## config.mk

```make
export PLATFORM = sky130hd
export DESIGN_NAME = fcmp_pipe_flat
export DESIGN_NICKNAME = d
export VERILOG_FILES = /design/src/rtl/fpu_cmp_pkg.sv /design/src/rtl/fcmp_pipe_if.sv /design/src/rtl/fcmp_core.sv /design/src/rtl/fcmp_pipe.sv /design/src/flat_wrapper.sv
export SDC_FILE = /design/constraint.sdc
export NUM_CORES = 1
export LEC_CHECK = 0
export CAP_MARGIN = 20
export CORE_ASPECT_RATIO = 1.75
export CORE_MARGIN = 3
export CORE_UTILIZATION = 30
export CTS_BUF_LIST = sky130_fd_sc_hd__clkbuf_16
export CTS_CLUSTER_DIAMETER = 100
export CTS_CLUSTER_SIZE = 25
export DETAILED_ROUTE_END_ITERATION = 10
export SYNTH_ARGS = -nofsm -noshare
export SYNTH_HDL_FRONTEND = slang
export SYNTH_HIERARCHICAL = 1
export SYNTH_SLANG_ARGS = --single-unit
```

## constraint.sdc

```tcl
create_clock -name clk -period 2.65 [get_ports clk]
set_clock_uncertainty 0.15 [all_clocks]
set_input_delay 0.265 -clock clk [delete_from_list [all_inputs] [get_ports clk]]
set_output_delay 0.265 -clock clk [all_outputs]
set_load 0.02 [all_outputs]
```

## src/rtl/fpu_cmp_pkg.sv

```systemverilog
// Shared types and helpers for the pipelined floating-point compare unit.
package fpu_cmp_pkg;

  // Operation selector; encodings 5..7 are reserved and complete with y=0, z=0.
  typedef enum logic [2:0] {
    FCMP_EQ  = 3'd0,
    FCMP_LT  = 3'd1,
    FCMP_LE  = 3'd2,
    FCMP_MIN = 3'd3,
    FCMP_MAX = 3'd4
  } fcmp_op_t;

  // Per-operand classification.
  typedef struct packed {
    logic is_zero;
    logic is_nan;
    logic sign;
  } classify_t;

  // Widest operand the qNaN helper can build.
  localparam int CANON_MAX_W = 64;

  // Canonical quiet NaN {0, all-ones exponent, 1, zeros}, right-aligned in 64 bits.
  function automatic logic [CANON_MAX_W-1:0] canon_qnan(input int exp_w, input int man_w);
    logic [CANON_MAX_W-1:0] r;
    r = {CANON_MAX_W{1'b0}};
    for (int i = 0; i < exp_w; i++) begin
      r[man_w + i] = 1'b1;
    end
    r[man_w - 1] = 1'b1;
    return r;
  endfunction

endpackage

```

## src/rtl/fcmp_pipe_if.sv

```systemverilog
// Handshake bundle for the compare unit: operand/op input side and result output side.
interface fcmp_pipe_if #(
  parameter int W = 32
);
  logic         in_valid;
  logic         in_ready;
  logic [W-1:0] x1;
  logic [W-1:0] x2;
  logic [2:0]   op;
  logic         out_valid;
  logic         out_ready;
  logic         y;
  logic [W-1:0] z;

  // Requester side: supplies operands and consumes results.
  modport master (
    output in_valid, x1, x2, op, out_ready,
    input  in_ready, out_valid, y, z
  );

  // Compare unit side.
  modport slave (
    input  in_valid, x1, x2, op, out_ready,
    output in_ready, out_valid, y, z
  );
endinterface

```

## src/rtl/fcmp_core.sv

```systemverilog
// Combinational classify plus less-than / equal decision for one operand pair.
// Zeros (exponent==0) are flushed to an unsigned zero magnitude so +0/-0 and
// denormals all compare equal. NaN flags are reported but not applied here.
module fcmp_core
  import fpu_cmp_pkg::*;
#(
  parameter int EXP_W  = 8,
  parameter int MAN_W  = 23,
  parameter int NAN_EN = 1
) (
  input  logic [EXP_W+MAN_W:0] a_i,
  input  logic [EXP_W+MAN_W:0] b_i,
  output logic                 nan_a_o,
  output logic                 nan_b_o,
  output logic                 lt_o,
  output logic                 eq_o
);

  localparam int MAG_W = EXP_W + MAN_W;

  function automatic classify_t classify(input logic [MAG_W:0] v);
    classify_t c;
    c.is_zero = (v[MAG_W-1 -: EXP_W] == {EXP_W{1'b0}});
    c.is_nan  = (NAN_EN != 0) &&
                (v[MAG_W-1 -: EXP_W] == {EXP_W{1'b1}}) &&
                (v[MAN_W-1:0] != {MAN_W{1'b0}});
    c.sign    = v[MAG_W];
    return c;
  endfunction

  classify_t        cls_a_s;
  classify_t        cls_b_s;
  logic [MAG_W-1:0] mag_a_s;
  logic [MAG_W-1:0] mag_b_s;
  logic             neg_a_s;
  logic             neg_b_s;

  // Classify both operands and derive flushed magnitude and effective sign.
  always_comb begin
    cls_a_s = classify(a_i);
    cls_b_s = classify(b_i);
    mag_a_s = cls_a_s.is_zero ? {MAG_W{1'b0}} : a_i[MAG_W-1:0];
    mag_b_s = cls_b_s.is_zero ? {MAG_W{1'b0}} : b_i[MAG_W-1:0];
    neg_a_s = cls_a_s.sign & ~cls_a_s.is_zero;
    neg_b_s = cls_b_s.sign & ~cls_b_s.is_zero;
  end

  // Sign-magnitude ordering: negatives below positives, magnitude reversed among negatives.
  always_comb begin
    lt_o = 1'b0;
    eq_o = (neg_a_s == neg_b_s) && (mag_a_s == mag_b_s);
    if (neg_a_s != neg_b_s) begin
      lt_o = neg_a_s;
    end else if (neg_a_s) begin
      lt_o = (mag_a_s > mag_b_s);
    end else begin
      lt_o = (mag_a_s < mag_b_s);
    end
  end

  assign nan_a_o = cls_a_s.is_nan;
  assign nan_b_o = cls_b_s.is_nan;

endmodule

```

## src/rtl/fcmp_pipe.sv

```systemverilog
// Pipelined floating-point compare unit (EQ/LT/LE/MIN/MAX) with ready/valid on both
// sides. Stage 1 captures the core's NaN flags and lt/eq decision with the operands;
// the output register captures the op mux. Any middle stage is pure delay.
// One global stall freezes every stage, bubbles included, so results stay in order.
module fcmp_pipe
  import fpu_cmp_pkg::*;
#(
  parameter int EXP_W  = 8,
  parameter int MAN_W  = 23,
  parameter int LAT    = 2,
  parameter int NAN_EN = 1
) (
  input  logic       clk,
  input  logic       rst,
  fcmp_pipe_if.slave bus
);

  localparam int W = 1 + EXP_W + MAN_W;
  localparam logic [W-1:0] QNAN = W'(canon_qnan(EXP_W, MAN_W));

  typedef struct packed {
    logic         valid;
    logic         nan1;
    logic         nan2;
    logic         lt;
    logic         eq;
    logic [2:0]   op;
    logic [W-1:0] x1;
    logic [W-1:0] x2;
  } stage_t;

  logic         core_nan1_s;
  logic         core_nan2_s;
  logic         core_lt_s;
  logic         core_eq_s;
  logic         stall_s;
  stage_t       feed_s;
  stage_t       src_s;
  stage_t       pipe_s [LAT];
  logic         out_valid_q;
  logic         y_q;
  logic [W-1:0] z_q;
  logic         y_d;
  logic [W-1:0] z_d;

  fcmp_core #(
    .EXP_W  (EXP_W),
    .MAN_W  (MAN_W),
    .NAN_EN (NAN_EN)
  ) u_core (
    .a_i     (bus.x1),
    .b_i     (bus.x2),
    .nan_a_o (core_nan1_s),
    .nan_b_o (core_nan2_s),
    .lt_o    (core_lt_s),
    .eq_o    (core_eq_s)
  );

  assign stall_s       = out_valid_q & ~bus.out_ready;
  assign bus.in_ready  = ~stall_s;
  assign bus.out_valid = out_valid_q;
  assign bus.y         = y_q;
  assign bus.z         = z_q;

  // Pack the incoming operands with their core decision; valid only on a real transfer.
  always_comb begin
    feed_s.valid = bus.in_valid & ~stall_s;
    feed_s.nan1  = core_nan1_s;
    feed_s.nan2  = core_nan2_s;
    feed_s.lt    = core_lt_s;
    feed_s.eq    = core_eq_s;
    feed_s.op    = bus.op;
    feed_s.x1    = bus.x1;
    feed_s.x2    = bus.x2;
  end

  assign pipe_s[0] = feed_s;

  for (genvar g = 1; g < LAT; g++) begin : g_stage
    stage_t stage_q;

    // Advance one slot per unstalled cycle; hold (including bubbles) while stalled.
    always_ff @(posedge clk) begin
      if (rst) begin
        stage_q <= '0;
      end else if (!stall_s) begin
        stage_q <= pipe_s[g-1];
      end else begin
        stage_q <= stage_q;
      end
    end

    assign pipe_s[g] = stage_q;
  end

  assign src_s = pipe_s[LAT-1];

  // Op mux: predicates are masked by NaN, MIN/MAX fall back to the non-NaN operand.
  always_comb begin
    y_d = 1'b0;
    z_d = {W{1'b0}};
    if (src_s.valid) begin
      case (fcmp_op_t'(src_s.op))
        FCMP_EQ: begin
          y_d = ~(src_s.nan1 | src_s.nan2) & src_s.eq;
        end
        FCMP_LT: begin
          y_d = ~(src_s.nan1 | src_s.nan2) & src_s.lt;
        end
        FCMP_LE: begin
          y_d = ~(src_s.nan1 | src_s.nan2) & (src_s.lt | src_s.eq);
        end
        FCMP_MIN: begin
          if (src_s.nan1 && src_s.nan2) begin
            z_d = QNAN;
          end else if (src_s.nan1) begin
            z_d = src_s.x2;
          end else if (src_s.nan2) begin
            z_d = src_s.x1;
          end else if (src_s.lt || src_s.eq) begin
            z_d = src_s.x1;
          end else begin
            z_d = src_s.x2;
          end
        end
        FCMP_MAX: begin
          if (src_s.nan1 && src_s.nan2) begin
            z_d = QNAN;
          end else if (src_s.nan1) begin
            z_d = src_s.x2;
          end else if (src_s.nan2) begin
            z_d = src_s.x1;
          end else if (src_s.lt) begin
            z_d = src_s.x2;
          end else begin
            z_d = src_s.x1;
          end
        end
        default: begin
          y_d = 1'b0;
          z_d = {W{1'b0}};
        end
      endcase
    end else begin
      y_d = 1'b0;
      z_d = {W{1'b0}};
    end
  end

  // Output register: loads the mux result unless the consumer is stalling us.
  always_ff @(posedge clk) begin
    if (rst) begin
      out_valid_q <= 1'b0;
      y_q         <= 1'b0;
      z_q         <= {W{1'b0}};
    end else if (!stall_s) begin
      out_valid_q <= src_s.valid;
      y_q         <= y_d;
      z_q         <= z_d;
    end else begin
      out_valid_q <= out_valid_q;
      y_q         <= y_q;
      z_q         <= z_q;
    end
  end

endmodule

```

## src/flat_wrapper.sv

```systemverilog
// flat-port wrapper written by rule: the top's interface ports become plain ports
module fcmp_pipe_flat import fpu_cmp_pkg::*;
#(
  parameter int EXP_W  = 8,
  parameter int MAN_W  = 23,
  parameter int LAT    = 2,
  parameter int NAN_EN = 1
)
  (clk, rst, bus_in_valid, bus_x1, bus_x2, bus_op, bus_out_ready, bus_in_ready, bus_out_valid, bus_y, bus_z);
  fcmp_pipe_if #(.W(32)) bus_i ();
  input  logic clk;
  input  logic rst;
  input wire logic [$bits(bus_i.in_valid)-1:0] bus_in_valid;
  input wire logic [$bits(bus_i.x1)-1:0] bus_x1;
  input wire logic [$bits(bus_i.x2)-1:0] bus_x2;
  input wire logic [$bits(bus_i.op)-1:0] bus_op;
  input wire logic [$bits(bus_i.out_ready)-1:0] bus_out_ready;
  output wire logic [$bits(bus_i.in_ready)-1:0] bus_in_ready;
  output wire logic [$bits(bus_i.out_valid)-1:0] bus_out_valid;
  output wire logic [$bits(bus_i.y)-1:0] bus_y;
  output wire logic [$bits(bus_i.z)-1:0] bus_z;
  assign bus_i.in_valid = bus_in_valid;
  assign bus_i.x1 = bus_x1;
  assign bus_i.x2 = bus_x2;
  assign bus_i.op = bus_op;
  assign bus_i.out_ready = bus_out_ready;
  assign bus_in_ready = bus_i.in_ready;
  assign bus_out_valid = bus_i.out_valid;
  assign bus_y = bus_i.y;
  assign bus_z = bus_i.z;
  fcmp_pipe #(.EXP_W(EXP_W), .MAN_W(MAN_W), .LAT(LAT), .NAN_EN(NAN_EN)) u_core (.clk(clk), .rst(rst), .bus(bus_i));
endmodule
```

==> results of run 1 <==
## state kept, by name, summed over array words and instances (netlist names)
register,cells
u_core/g_stage.stage_q,72
u_core/bus.z,32
u_core/bus.out_valid,1
u_core/bus.y,1
## kinds of logic after synthesis
family	count (synthesis)	synth area share
and+or+nand+nor	292	0.262
AOI/OAI and AO/OA	165	0.208
DFF	106	0.406
buffers and inverters	59	0.0459
adders and majority gates	31	0.0742
xor gates and xnor gates	2	0.00335
## worst min-delay path, stage by stage
cell and delay [ns]:
sky130_fd_sc_hd__clkbuf_2 0.10, sky130_fd_sc_hd__buf_4 0.15, sky130_fd_sc_hd__nand2_1 0.05, sky130_fd_sc_hd__a21oi_1 0.05
## synth_stat cells (2+ instances only)
library cell,number,share of area
sky130_fd_sc_hd__o32a_1,9,0.017
sky130_fd_sc_hd__ha_1,31,0.074
sky130_fd_sc_hd__inv_1,10,0.0072
sky130_fd_sc_hd__nor4_1,17,0.020
sky130_fd_sc_hd__nor3_1,6,0.0057
sky130_fd_sc_hd__nor2_1,10,0.0072
sky130_fd_sc_hd__nand4_2,2,0.0048
sky130_fd_sc_hd__and3_1,2,0.0024
sky130_fd_sc_hd__dfxtp_1,106,0.41
sky130_fd_sc_hd__nand4_1,11,0.013
sky130_fd_sc_hd__nand3_1,4,0.0038
sky130_fd_sc_hd__and2_1,46,0.055
sky130_fd_sc_hd__clkbuf_1,41,0.029
sky130_fd_sc_hd__buf_6,2,0.0043
sky130_fd_sc_hd__buf_2,3,0.0029
sky130_fd_sc_hd__o21bai_1,2,0.0029
sky130_fd_sc_hd__a21oi_1,86,0.082
sky130_fd_sc_hd__nor2b_1,2,0.0024
sky130_fd_sc_hd__buf_1,3,0.0022
sky130_fd_sc_hd__o21ai_0,3,0.0029
sky130_fd_sc_hd__o22ai_1,18,0.022
sky130_fd_sc_hd__a221o_1,23,0.044
sky130_fd_sc_hd__a22oi_1,10,0.014
sky130_fd_sc_hd__nand4b_1,2,0.0034
sky130_fd_sc_hd__or3b_1,2,0.0034
sky130_fd_sc_hd__o21ai_1,4,0.0038
sky130_fd_sc_hd__a211oi_1,2,0.0029
sky130_fd_sc_hd__nand2_1,182,0.13
## power groups by stage
| stage | logic (W) | registers, W | clock network, W |
|---|---|---|---|
| final | 0.000637 | 0.00171 | 0.00151 |
| after global routing | 0.000696 | 0.00172 | 0.00159 |
| after CTS | 0.000597 | 0.00171 | 0.00153 |
| after detailed placement | 0.000583 | 0.00175 | 0 |
| after global placement | 0.000579 | 0.00174 | 0 |
| after floorplan | 0.000287 | 0.00174 | 0 |
## layout make-up
cell class                 instances  area, um^2  share of cell area
clock buffer                       9         225              0.0298
clock inverter                     5         105              0.0139
inverter                          10        37.5             0.00497
multi-input combinational        490        3160               0.418
sequential                       106        2120               0.281
tap                              227         284              0.0376
timing repair buffer             175        1630               0.215
## routing by layer
metal  wire [um]  GRT usage
met2       10100      0.358
met3         653     0.0255
met1        6890      0.198
met5           0          0
met4         680     0.0923
## stage by stage
stage	area [um^2]	cells	setup slack, ns	setup TNS (ns)	hold WS, ns
after floorplan	5230	655	0.0899	0	0.255
after global placement	6840	999	-0.569	-0.977	0.287
after detailed placement	6840	999	-0.619	-1.04	0.293
after CTS	7390	1020	0.00166	0	0.202
after global routing	7560	1022	-0.0148	-0.0148	0.181
final	7560	1022	0.142	0	0.161
## how the worst max path moves through the flow
stage | startpoint | endpoint | slack, ns | cells after the start
global route | bus_x1[30] | u_core/g_stage[1].stage_q[68] | -0.01 | 15
CTS | bus_x2[30] | u_core/g_stage[1].stage_q[68] | 0.002 | 14
detailed placement | bus_x1[27] | u_core/g_stage[1].stage_q[68] | -0.62 | 15
floorplan | bus_x1[23] | u_core/g_stage[1].stage_q[68] | 0.09 | 13
global placement | bus_x1[27] | u_core/g_stage[1].stage_q[68] | -0.57 | 15
finish | bus_x1[30] | u_core/g_stage[1].stage_q[68] | 0.14 | 15
## layout by cell type, fill, tap and decap left out, drive strengths merged, types with 16 or more instances in the layout
cell type	instances
a21oi	87
a221o	23
and2	46
buf	71
clkbuf	16
clkdlybuf4s50	88
dfxtp	106
ha	31
nand2	182
nor4	17
o22ai	18
## timing repair
action / CTS / global route
resized for setup: 36 / 52
endpoints found under the setup margin: 2 / 2
buffers inserted: 2 / 2
pin swaps: 18 / 28
gates cloned: 5 / 0
==> impl.org, run 1 <==
** Pwr
- Pwr dens :: 511 mW/mm^2
- For this design the total switching power over the nets is 0.000972 W.
- Internal power comes to slightly below 0.003 W.
- Of the total power, registers draw 0.443.
- Of the total power, combinational logic draws 0.165.
- Of the total power, the share spent switching nets is 0.252.
- The share of total power dissipated in the clock network is 0.392.
- Overall power consumption after layout is estimated at approximately 0.0039 W.
- Peak supply drop :: around 0.00037 V
- Leakage power total :: roughly 3.0 nW

** Synth
- Dominant register cell in the synthesized netlist :: sky130_fd_sc_hd__dfxtp_1
- Number of unique standard cell types used by synthesis :: 44
- Post-synthesis average cell area :: 7.98 um^2
- Count of flip-flops with a built-in enable after synthesis :: 0
- During synthesis, Yosys emitted a total of 6 warnings.
- Of the synthesized area, sequential elements account for 0.406.
- Gate count after technology mapping :: roughly 660
- Of all flip-flops after synthesis, the portion carrying an async set or reset was 0.
- Yosys reg bits :: around 110
- Synthesis produced a netlist with a net count of about 760.
- The synthesized netlist occupies a cell area of between 0.005 and 0.006 mm^2.

** Global route
- GR Overflow Total :: 0
- First-pass GRT wire length :: approximately 28 mm
- Number of global-route vias before repair :: ~5400
- In the global route stage, overall resource usage came out at 0.188.
- The initial antenna violation count is 0.
- Largest net degree at the start of global routing :: 84

** Clocking
- TritonCTS built the clock tree.
- H-tree depth :: 3
- Counting along the longest clock path gives a buffer depth of 2.
- Hold buffer count at CTS :: 0
- In this run, CTS created clock tree buffers numbering 9.
- The later pin in the worst-skew pair is clocked with a latency of between 0.3 and 0.4 ns.
- The tree built by TritonCTS fans out to approximately 110 sinks.
- Clock root buffer :: sky130_fd_sc_hd__clkbuf_16
- Clock-pin slew was measured on the worst setup and hold paths at ~0.07 ns.

** Final layout
- Antenna Diode Count :: 0
- Of the cells placed in the final design, the portion with a size suffix greater than 1 is 0.177.
- The final layout contains between 800 and 900 nets.
- End-of-flow core utilization :: 0.444
- The area growth from synthesis to layout is 44.5%.
- Counting the fill cells in the layout gives roughly 1700.

** Worst setup path
- Required @ worst endpoint :: roughly 2.8 ns
- The signal on the critical path passes through clkdlybuf4s15_1 -> nor4_2 -> buf_4 -> nand2_8 -> buf_6 -> and2_4 -> ha_4 -> a21oi_2 -> o21ai_2 -> a221oi_2 -> a21boi_2 -> o21a_2 -> a31oi_1 -> nand2_1 -> a21oi_2.
- Counting stages on the worst path, the most repeated cell is sky130_fd_sc_hd__a21oi_2.
- The worst setup path is launched from an input port.
- In this run the worst path has a maximum fanout of 6.
- Worst reg2reg path depth :: 5
- CP peak stage delay :: roughly 0.28 ns
- The number of buffers and inverters on the critical path is 3.
- The worst setup path is of the in2reg kind.
- CP delay by family, top :: compound AO/OA/AOI/OAI gates
- The startpoint identified for the worst register-to-register timing path is u_core/g_stage[1].stage_q[70].
- Register-to-register setup slack :: between 0.6 and 0.7 ns
- Crit path max-delay cell type :: sky130_fd_sc_hd__a221oi_2
- Critical path endpoint category :: flip-flop
- Reg2Reg Capture Point :: u_core/bus.z[14]
- STA puts the critical path data arrival time at roughly 2.6 ns.

** Drt
- In this run the remaining antenna-violating nets after routing total 0.
- Detailed routing inserted a total of 5252 vias.
- Dividing the detail-routed via count by the number of cells gives 5.14.
- Post-route DRC :: 0
- Summed over all layers, the routed wires come to 18.3 mm.
- Starting DRT DRC Count :: 240
- Detail-routed net length per standard cell :: 17.9 um
- DR pass1 iterations :: 5

** Floorplanning
- From bottom edge to top edge, the die measures 181 um.
- In this run the horizontal extent of the chip is between 100 and 150 um.
- The die covers 0.0191 mm^2.
- Number of placement rows :: 63
- Effective utilization at floorplan :: 0.307
- Top-Level Pins :: about 110
- Area of the core region :: between 0.015 and 0.02 mm^2

** Place
- Half-perimeter wire length of the detailed placement result :: 12.7 mm
- Routability-driven placement finished with a final weighted congestion of 0.873.
- Port Buffers :: about 110

** Min path
- Startpoint of the most critical hold path :: bus_x1[28]
- Hold path cells :: 4
- The worst hold path terminates at u_core/g_stage[1].stage_q[60].
- The path class of the tightest hold or removal check is in2reg.

** Timing
- Setup violations remaining at the end of the flow were counted as 0.
- Final period utilization :: 0.947
- Final Slew Violations :: 0
- Relative slew slack :: 0.412
- For the pin with the worst max-slew slack, the measured transition is roughly 0.88 ns.
- The routed design could run at a clock period as short as between 2 and 3 ns.
- The final hold violation count was 0.
- Maximum frequency from static timing analysis :: 399 MHz

** Outcome
- The flow ran to the end, and the final reports show no timing, DRC or antenna violations.

** Flow run
- Across the run, the number of max-cap violations was 0.
Note: power is estimated with default switching activity, not from simulation.
==> run 2, diff against run 1 <==
--- a/config.mk
+++ b/config.mk
@@ -8,11 +8,12 @@
 export CAP_MARGIN = 20
 export CORE_ASPECT_RATIO = 1.75
 export CORE_MARGIN = 3
-export CORE_UTILIZATION = 30
+export CORE_UTILIZATION = 40
 export CTS_BUF_LIST = sky130_fd_sc_hd__clkbuf_16
 export CTS_CLUSTER_DIAMETER = 100
 export CTS_CLUSTER_SIZE = 25
 export DETAILED_ROUTE_END_ITERATION = 10
+export PLACE_DENSITY = 0.67
 export SYNTH_ARGS = -nofsm -noshare
 export SYNTH_HDL_FRONTEND = slang
 export SYNTH_HIERARCHICAL = 1
==> impl.org, run 2 (synthesis results as in run 1) <==
** Timing
- Number of endpoints with negative hold slack in the final report :: 0
- The number of max-slew violations in the final report is 0.
- Final period utilization :: 1.02
- Relative slew slack :: 0.437
- Slew at the pin with the worst max-slew slack :: approximately 0.84 ns
- In the post-route analysis, the smallest setup slack over all paths is -0.0421 ns.
- Count of final setup violators :: 1
- Maximum frequency from static timing analysis :: 371 MHz
- Final min period :: between 2 and 3 ns

** Drt
- Once detail routing completed, the nets flagged for antenna violations numbered 0.
- Post-route DRC :: 0
- Dividing the detail-routed via count by the number of cells gives between 5 and 6.
- Starting DRT DRC Count :: between 200 and 300
- Wires add up to around 18 mm.
- Detail-routed net length per standard cell :: 18.5 um
- Via count :: about 5400
- The first TritonRoute pass finished after 5 iterations.

** Worst setup path
- By startpoint and endpoint, the worst setup path is classified as in2reg.
- The worst setup path is launched from an input port.
- The endpoint identified for the worst register-to-register timing path is u_core/bus.z[27].
- Worst reg2reg path depth :: 4
- Register-to-register setup slack :: a little over 0.6 ns
- STA classifies the critical path endpoint as a flip-flop.
- Data on the critical path is required at its endpoint by approximately 2.8 ns.
- Critical Path Fanout Max :: 6
- Data arrival time of the critical path :: 2.83 ns
- Worst R2R Start :: u_core/g_stage[1].stage_q[70]

** Floorplanning
- Top-Level Pins :: 106
- The die covers roughly 0.015 mm^2.
- Number of placement rows :: 54
- The floorplan step set the die height to between 150 and 200 um.
- Die W :: between 90 and 100 um
- The core region is approximately 0.013 mm^2.
- Effective utilization at floorplan :: 0.414

** Place
- Total cell area at the placement stage :: 0.00674 mm^2
- Port Buffers :: roughly 110
- Half-perimeter wire length of the detailed placement result :: 12.4 mm
- Routability-driven placement finished with a final weighted congestion of 0.917.

** Clocking
- The tree is rooted in a sky130_fd_sc_hd__clkbuf_16.
- Buffers inserted during clock tree synthesis total 9.
- Clock transition at the registers of the reported paths :: 0.07 ns
- Maximum buffer depth of the clock tree :: 2
- Clock latency on the worst-skew pair :: roughly 0.36 ns
- TritonCTS built the clock tree.
- The tree built by TritonCTS fans out to roughly 110 sinks.
- The clock tree synthesis step divided the H-tree into 3 levels.

** Pwr
- Pwr dens :: slightly below 500 mW/mm^2
- Total power :: 0.00367 W
- In this run the static leakage power is 3.03 nW.
- VDD sags by at most around 0.00031 V.

** Min path
- In this run the worst hold path is classified as in2reg.
- The path with the worst hold slack has its endpoint at u_core/g_stage[1].stage_q[57].
- The worst hold path was traced through 4 stages.
- The startpoint identified for the worst hold timing path is bus_x1[25].

** Outcome
- The checks that failed: setup timing.
- The run finished, with violations left.

** Final layout
- The register with the most flip-flops in the final layout is u_core/g_stage.stage_q.
- Most frequent standard cell in the layout excluding fill and tap cells :: sky130_fd_sc_hd__nand2_1
- Net count of the finished layout :: between 800 and 900
- Counting the fill cells in the layout gives about 1100.
- The repair_antennas step left the layout with diodes totalling 0.
- In the final layout, the share of cells above drive strength 1 is 0.184.
- Post-route design area :: between 0.007 and 0.008 mm^2
- Max reg flops :: a little over 70
- Area growth from synthesis to layout :: 42.5%
- End-of-flow core utilization :: 0.590
- Commonest cells after routing, fill and taps aside :: sky130_fd_sc_hd__nand2_1, sky130_fd_sc_hd__dfxtp_1, sky130_fd_sc_hd__clkdlybuf4s50_1

** Global route
- GR Overflow Total :: 0
- Global Route Usage Sum :: 0.238
- First-pass GRT wire length :: around 27 mm
- Number of antenna violations at the first check in global routing :: 0
- Entering global routing, the biggest net connects between 80 and 90 pins.
- Number of global-route vias before repair :: between 5000 and 6000

** Flow run
- Max-cap violations in this run came to 0.
==> run 2: cell types whose count changed in the layout (fill, tap and decap cells not counted), sizes merged <==
cell / delta
dlygate4sd2: +3
clkdlybuf4s15: -2
clkbuf: -1
inv: +3
buf: -2
bufinv: -3
clkinv: +4
clkinvlp: -2
==> run 2: worst max-delay path by stage <==
stage,from,endpoint,slack (ns),cells past startpoint
6_report,bus_x1[29],u_core/g_stage[1].stage_q[68],-0.04,14
2_1_floorplan,bus_x1[23],u_core/g_stage[1].stage_q[68],0.09,13
3_3_place_gp,bus_x1[23],u_core/g_stage[1].stage_q[68],-0.49,14
5_1_grt,bus_x2[26],u_core/g_stage[1].stage_q[68],-0.02,15
4_1_cts,bus_x2[23],u_core/g_stage[1].stage_q[68],0.01,14
3_5_place_dp,bus_x1[23],u_core/g_stage[1].stage_q[68],-0.60,14
==> run 2: layout make-up <==
class	instances	area, um^2	area share
Multi-Input combinational cell	490	3190	0.428
Sequential cell	106	2120	0.285
Timing Repair Buffer	173	1610	0.216
Clock buffer	9	225	0.0302
Tap cell	168	210	0.0282
Clock inverter	7	61.3	0.00823
Inverter	10	37.5	0.00504
==> run 2: routing by layer <==
metal / track usage / part of all wire / vias up
met3: 0.0340 / 0.051 / 61
met5: 0 / 0 / -
met1: 0.257 / 0.36 / 2572
li1: - / - / 2577
met2: 0.439 / 0.53 / 223
met4: 0.130 / 0.052 / 0
==> run 2: worst max-delay path: stages <==
cell and delay, ns:
sky130_fd_sc_hd__dlygate4sd2_1 0.28, sky130_fd_sc_hd__nor4_4 0.21, sky130_fd_sc_hd__nand2_2 0.20, sky130_fd_sc_hd__buf_6 0.19
sky130_fd_sc_hd__and2_1 0.19, sky130_fd_sc_hd__ha_4 0.26, sky130_fd_sc_hd__a21oi_1 0.22, sky130_fd_sc_hd__nand2_1 0.10
sky130_fd_sc_hd__a221oi_2 0.25, sky130_fd_sc_hd__a21boi_2 0.10, sky130_fd_sc_hd__o21a_2 0.21, sky130_fd_sc_hd__a31oi_1 0.14
sky130_fd_sc_hd__nand2_1 0.09, sky130_fd_sc_hd__a21oi_2 0.13
==> run 2: stage by stage <==
stage | setup slack (ns) | setup TNS (ns) | hold WS [ns] | cells
2_1_floorplan | 0.0899 | 0 | 0.255 | 655
3_3_place_gp | -0.495 | -0.805 | 0.287 | 937
3_5_place_dp | -0.598 | -0.957 | 0.295 | 937
4_1_cts | 0.0116 | 0 | 0.230 | 960
5_1_grt | -0.0240 | -0.0240 | 0.175 | 963
6_report | -0.0421 | -0.0421 | 0.158 | 963
==> run 2: power breakdown <==
part | internal (W) | switching, W | total, W
registers | 0.00166 | 0.0000463 | 0.00171
logic | 0.000319 | 0.000332 | 0.000651
clock network | 0.000657 | 0.000652 | 0.00131
total | 0.00264 | 0.00103 | 0.00367
==> run 2: repair_timing <==
item	in CTS	in global routing
setup endpoints to repair	2	2
gates cloned	5	0
setup buffers	2	3
pin swaps	21	27
hold buffers	0	0
resized for setup	40	51
